===== src/rtl/nibble_add_pkg.sv =====
// Shared types and constants for the nibble-serial add/subtract controller.
// State encoding, slice width and the nibble-index width helper live here.
package nibble_add_pkg;

    localparam int unsigned NIBBLE_W = 4;

    typedef enum logic [1:0] {
        StIdle = 2'd0,
        StRun  = 2'd1,
        StDone = 2'd2
    } state_e;

    // Index width for counting 0..nibbles-1; never narrower than one bit.
    function automatic int unsigned idx_width(input int unsigned nibbles);
        return (nibbles > 1) ? $clog2(nibbles) : 1;
    endfunction

endpackage


===== src/rtl/nibble_add_slice.sv =====
// Combinational 4-bit adder slice with carry-in; the single shared datapath
// resource that the controller steps across the operand one nibble at a time.
module nibble_add_slice
    import nibble_add_pkg::*;
(
    input  logic [NIBBLE_W-1:0] a,
    input  logic [NIBBLE_W-1:0] b,
    input  logic                cin,
    output logic [NIBBLE_W-1:0] sum,
    output logic                cout
);

    // Full-width sum so the carry is taken before any truncation.
    logic [NIBBLE_W:0] total;

    always_comb begin
        total = {1'b0, a} + {1'b0, b} + {{NIBBLE_W{1'b0}}, cin};
        sum   = total[NIBBLE_W-1:0];
        cout  = total[NIBBLE_W];
    end

endmodule


===== src/rtl/nibble_serial_add_ctrl.sv =====
// Wide add/subtract sequenced through one 4-bit slice, LSB nibble first, with a
// carry flip-flop chaining nibbles and valid/ready handshakes on both sides.
module nibble_serial_add_ctrl
    import nibble_add_pkg::*;
#(
    parameter int unsigned NIBBLES = 4
) (
    input  logic                        clk,
    input  logic                        rst,
    input  logic                        in_valid,
    output logic                        in_ready,
    input  logic                        in_sub,
    input  logic [NIBBLE_W*NIBBLES-1:0] in_a,
    input  logic [NIBBLE_W*NIBBLES-1:0] in_b,
    output logic                        out_valid,
    input  logic                        out_ready,
    output logic [NIBBLE_W*NIBBLES-1:0] out_sum,
    output logic                        out_cout,
    output logic                        out_ovf,
    output logic                        busy
);

    localparam int unsigned W     = NIBBLE_W * NIBBLES;
    localparam int unsigned IDX_W = idx_width(NIBBLES);
    localparam logic [IDX_W-1:0] LAST_IDX = IDX_W'(NIBBLES - 1);

    state_e            state_q, state_d;
    logic [W-1:0]      a_q, a_d;
    logic [W-1:0]      b_q, b_d;
    logic              carry_q, carry_d;
    logic [IDX_W-1:0]  idx_q, idx_d;
    logic [W-1:0]      sum_q, sum_d;
    logic              cout_q, cout_d;
    logic              ovf_q, ovf_d;

    logic [NIBBLE_W-1:0] slice_a;
    logic [NIBBLE_W-1:0] slice_b;
    logic [NIBBLE_W-1:0] slice_sum;
    logic                slice_cout;

    assign slice_a = a_q[idx_q*NIBBLE_W +: NIBBLE_W];
    assign slice_b = b_q[idx_q*NIBBLE_W +: NIBBLE_W];

    nibble_add_slice u_slice (
        .a    (slice_a),
        .b    (slice_b),
        .cin  (carry_q),
        .sum  (slice_sum),
        .cout (slice_cout)
    );

    always_comb begin
        state_d = state_q;
        a_d     = a_q;
        b_d     = b_q;
        carry_d = carry_q;
        idx_d   = idx_q;
        sum_d   = sum_q;
        cout_d  = cout_q;
        ovf_d   = ovf_q;

        case (state_q)
            StIdle: begin
                if (in_valid) begin
                    // Subtract is A + ~B + 1: invert B here, inject the 1 as carry-in.
                    a_d     = in_a;
                    b_d     = in_b ^ {W{in_sub}};
                    carry_d = in_sub;
                    idx_d   = '0;
                    state_d = StRun;
                end
            end
            StRun: begin
                sum_d[idx_q*NIBBLE_W +: NIBBLE_W] = slice_sum;
                carry_d = slice_cout;
                idx_d   = idx_q + 1'b1;
                if (idx_q == LAST_IDX) begin
                    cout_d  = slice_cout;
                    ovf_d   = (a_q[W-1] == b_q[W-1]) && (slice_sum[NIBBLE_W-1] != a_q[W-1]);
                    idx_d   = '0;
                    state_d = StDone;
                end
            end
            StDone: begin
                if (out_ready) begin
                    state_d = StIdle;
                end
            end
            default: begin
                state_d = StIdle;
            end
        endcase
    end

    always_ff @(posedge clk) begin
        if (rst) begin
            state_q <= StIdle;
            a_q     <= '0;
            b_q     <= '0;
            carry_q <= 1'b0;
            idx_q   <= '0;
            sum_q   <= '0;
            cout_q  <= 1'b0;
            ovf_q   <= 1'b0;
        end else begin
            state_q <= state_d;
            a_q     <= a_d;
            b_q     <= b_d;
            carry_q <= carry_d;
            idx_q   <= idx_d;
            sum_q   <= sum_d;
            cout_q  <= cout_d;
            ovf_q   <= ovf_d;
        end
    end

    assign in_ready  = (state_q == StIdle);
    assign out_valid = (state_q == StDone);
    assign busy      = (state_q == StRun) || (state_q == StDone);
    assign out_sum   = sum_q;
    assign out_cout  = cout_q;
    assign out_ovf   = ovf_q;

endmodule


===== config.mk =====
export PLATFORM = sky130hd
export DESIGN_NAME = nibble_serial_add_ctrl
export DESIGN_NICKNAME = d
export VERILOG_FILES = /design/src/rtl/nibble_add_pkg.sv /design/src/rtl/nibble_add_slice.sv /design/src/rtl/nibble_serial_add_ctrl.sv
export SDC_FILE = /design/constraint.sdc
export NUM_CORES = 1
export LEC_CHECK = 0
export CAP_MARGIN = 20
export CELL_PAD_IN_SITES_DETAIL_PLACEMENT = 0
export CELL_PAD_IN_SITES_GLOBAL_PLACEMENT = 1
export CORE_UTILIZATION = 39
export DETAILED_ROUTE_END_ITERATION = 10
export PLACE_DENSITY = 0.91
export SLEW_MARGIN = 15
export SYNTH_ARGS = -nofsm -noshare
export SYNTH_HDL_FRONTEND = slang
export SYNTH_SLANG_ARGS = --single-unit

===== constraint.sdc =====
create_clock -name clk -period 6.3 [get_ports clk]
set_input_delay 1.26 -clock clk [delete_from_list [all_inputs] [get_ports clk]]
set_output_delay 1.26 -clock clk [all_outputs]
set_load 0.02 [all_outputs]

==> qor.csv <==
stage,metric,value,unit
final_layout,final antenna diode count,0,
synthesis,dominant cells by area after synthesis,"dfxtp_1 (40%), mux4_2 (6.6%), ha_1 (5.5%)",
worst_setup_path,Slowest cell on crit path,dfxtp_1,
synthesis,complex-gate fraction of the synthesized area,16.4,%
cts,count of cells resized by post-cts repair,0,
cts,CTS root buf,clkbuf_8,
synthesis,Post-synth top flop,dfxtp_1,
worst_hold_path,HP Class,reg -> reg,
timing,final setup violation count,0,
worst_setup_path,CP Class,reg -> reg,
floorplan,Die Wd,85.5,um
worst_setup_path,CP endpoint kind,register,
synthesis,"EDFF count, synth",0,
synthesis,Synth Area in Simple Gates,17.0,%
drt,DR pass1 iterations,4,
drt,WL met2,2.69,mm
synthesis,Post-synth top cells,"dfxtp_1 (55), nand2_1 (40), nor2_1 (33)",
status,status,"complete, no violations",
cts,CTS Hold Bufs,0,
cts,CTS H-tree depth,2,
drt,WL final,5.49,mm
timing,count of final max-slew check failures,0,
cts,Post-CTS Setup Bufs,0,
final_layout,fraction of layout cells with a size suffix above 1,9.70,%
synthesis,syn_nets,334,
drt,routed wl met3,251,um
cts,CTS buffer count,5,
worst_setup_path,Critical Path AT,3320,ps
synthesis,post-synth top area share,40.5,%
timing,slew at the pin closest to its max-slew limit,896,ps
worst_setup_path,"CP delay by family, top",flip-flops,
cts,clock buffer depth,2,
timing,crit share post-route,49.8,%
drt,Max Used Layer,met4,
pwr,PwrDens,325,mW/mm2
global_route,largest net degree at the start of global routing,60,
cts,CTS tree,built,
synthesis,Post-Syn Instances,283,
synthesis,xor/xnor cell area share of the yosys netlist,5.79,%
drt,DR vias/cell,5.18,
synthesis,Unique masters post-synth,39,
synthesis,yosys warns,0,
global_route,initial antenna violation count,0,
synthesis,Mapped Area,0.00272,mm2
cts,TritonCTS Sinks,55,
timing,fin crit period,3140,ps
synthesis,register area share after synthesis,40.5,%
floorplan,Die Area,0.00732,mm2
synthesis,Yosys reg bits,55,
global_route,overall routing resource usage,16.4,%
drt,Post-DRT Antenna Nets,0,
worst_setup_path,WP depth,7,
worst_setup_path,"Buf+Inv Stages, Crit Path",0,
final_layout,fin nets,380,
floorplan,core footprint,0.00676,mm2
drt,DR vias,2123,
worst_setup_path,cells on worst reg2reg path,7,
job,Max Cap Violations,0,
final_layout,fillcell total,646,
global_route,vias in the first global route,2049,
timing,Final Hold Fails,0,
synthesis,Adder-Cell Fraction of Synth Area,6.99,%
floorplan,# rows,30,
global_route,total grt overflow,0,
floorplan,initial core utilization,40.3,%
pwr,VDD IR-drop max,0.000121,V
placed_design,PortBufs,57,
placed_design,Post-DP HPWL,4.00,mm
placed_design,GPL Wtd Cong,0.781,
timing,Final Skew,9.96,ps
drt,WL/cell,13.4,um
worst_setup_path,CP Launch Type,register,
final_layout,Synth-to-Final Area Change,24.8,%
pwr,Power Total,0.00110,W
synthesis,multiplexer area fraction after synthesis,8.46,%
drt,1st-iter DRT viols,65,
drt,wl on met1,2.46,mm
synthesis,largest family of logic cells by synthesized area,simple AND/OR/NAND/NOR gates,
final_layout,Seq. cell area,0.00110,mm2
timing,Final TNS setup,0,ps
synthesis,most frequent cell after synthesis,dfxtp_1,
drt,DRC,0,
worst_hold_path,Hold Path Cell Cnt,2,
synthesis,async set-reset flop share out of synthesis,0,%
cts,clock slew seen by the registers of the worst setup and hold paths,100,ps
synthesis,Post-Syn Area per Cell,9.62,um2
cts,worst skew pair latency,320,ps
worst_setup_path,CP required,6480,ps
worst_setup_path,CP peak stage delay,920,ps
pwr,LEAKAGE,1.24,nW
final_layout,area taken by multi-input logic gates,0.00149,mm2
floorplan,IO Pins,58,
timing,fmax,319,MHz
floorplan,chip height,85.5,um
worst_setup_path,"Critical Path, Cell by Cell",mux4_2 -> fa_1 -> fa_1 -> a21o_1 -> a21oi_1 -> a211o_1 -> a21oi_1,
timing,Slew HR,40.2,%
global_route,global-route wire length before repair,9.46,mm
worst_setup_path,CP max FO,16,
timing,unrepaired setup endpoints after global routing,no,
synthesis,"area leader, netlist",dfxtp_1,
metrics by stage:
stage               hold WS [ps]  setup slack, ps  std cells  utilization, %  cell area [um2]
CTS                          463             3120        410            50.3             3400
global route                 484             2930        410            50.3             3400
floorplan                    433             3520        283               -             2720
finish                       462             3160        410            50.3             3400
detailed placement           448             3130        402            48.9             3310
global placement             440             3190        402            48.9             3310
tightest hold or removal path, stage by stage (launching register included):
cell and delay (ps):
dfxtp_1 320, nand2_1 50, a21oi_1 50
final timing paths:
kind / from / end / slack [ps]
hold reg to reg: a_q[14] / a_q[14] / 460
setup reg to reg: idx_q[0] / carry_q / 3160
setup / recovery: idx_q[0] / carry_q / 3160
hold / removal: a_q[14] / a_q[14] / 460
area by class of cell:
cell class              count  area share (%)
multi-input cells         198            43.8
inverters                  10            1.11
clock inverters             2           0.479
flip-flops and latches     55            32.4
clock buffers               6            2.14
repair buffers             59            17.1
well taps                  80            2.95
cells in the final DEF, fill, tap and decap left out, types with 2 or more instances in the layout:
cell             Yosys  routed
a211oi_1            16      16
a21o_1               3       3
a21oi_1             22      22
a22oi_1             12      12
buf_4                3       2
clkbuf_8             0       5
clkdlybuf4s50_1      0      56
dfxtp_1             55      55
fa_1                 2       2
ha_1                12      12
inv_1                7       7
inv_2                3       3
mux2i_1              5       5
mux4_2               8       8
nand2_1             40      40
nand3b_1             4       4
nor2_1              33      33
nor4b_4              3       3
o31ai_2              3       3
xnor2_1             16      16
xor2_1               2       2
where the power goes:
part	switching [W]	internal (W)	total, W	leakage [nW]
combinational	0.000255	0.000197	0.000452	0.751
sequential	0.0000457	0.000409	0.000454	0.450
clock	0.000117	0.0000801	0.000197	0.0418
total	0.000417	0.000686	0.00110	1.24
logic make-up (layout without fill, tap and decap cells):
group | Yosys count | after routing
AOI/OAI and AO/OA | 63 | 63
xor gates and xnor gates | 18 | 18
and+or+nand+nor | 90 | 90
muxes | 13 | 13
adders and majority gates | 14 | 14
buffers and inverters | 30 | 77
DFF | 55 | 55
state kept, by name, summed over array words and instances, names as in the netlist:
signal and cells:
state_q 2, out_cout 1, out_sum 16, b_q 16
idx_q 2, out_ovf 1, a_q 16, carry_q 1
metal layers:
layer,global-route usage (%),up-vias
li1,-,1080
met1,20.4,977
met2,27.9,56
met3,3.75,10
met4,5.91,0
met5,0,-
(Power assumes the default switching activity.)
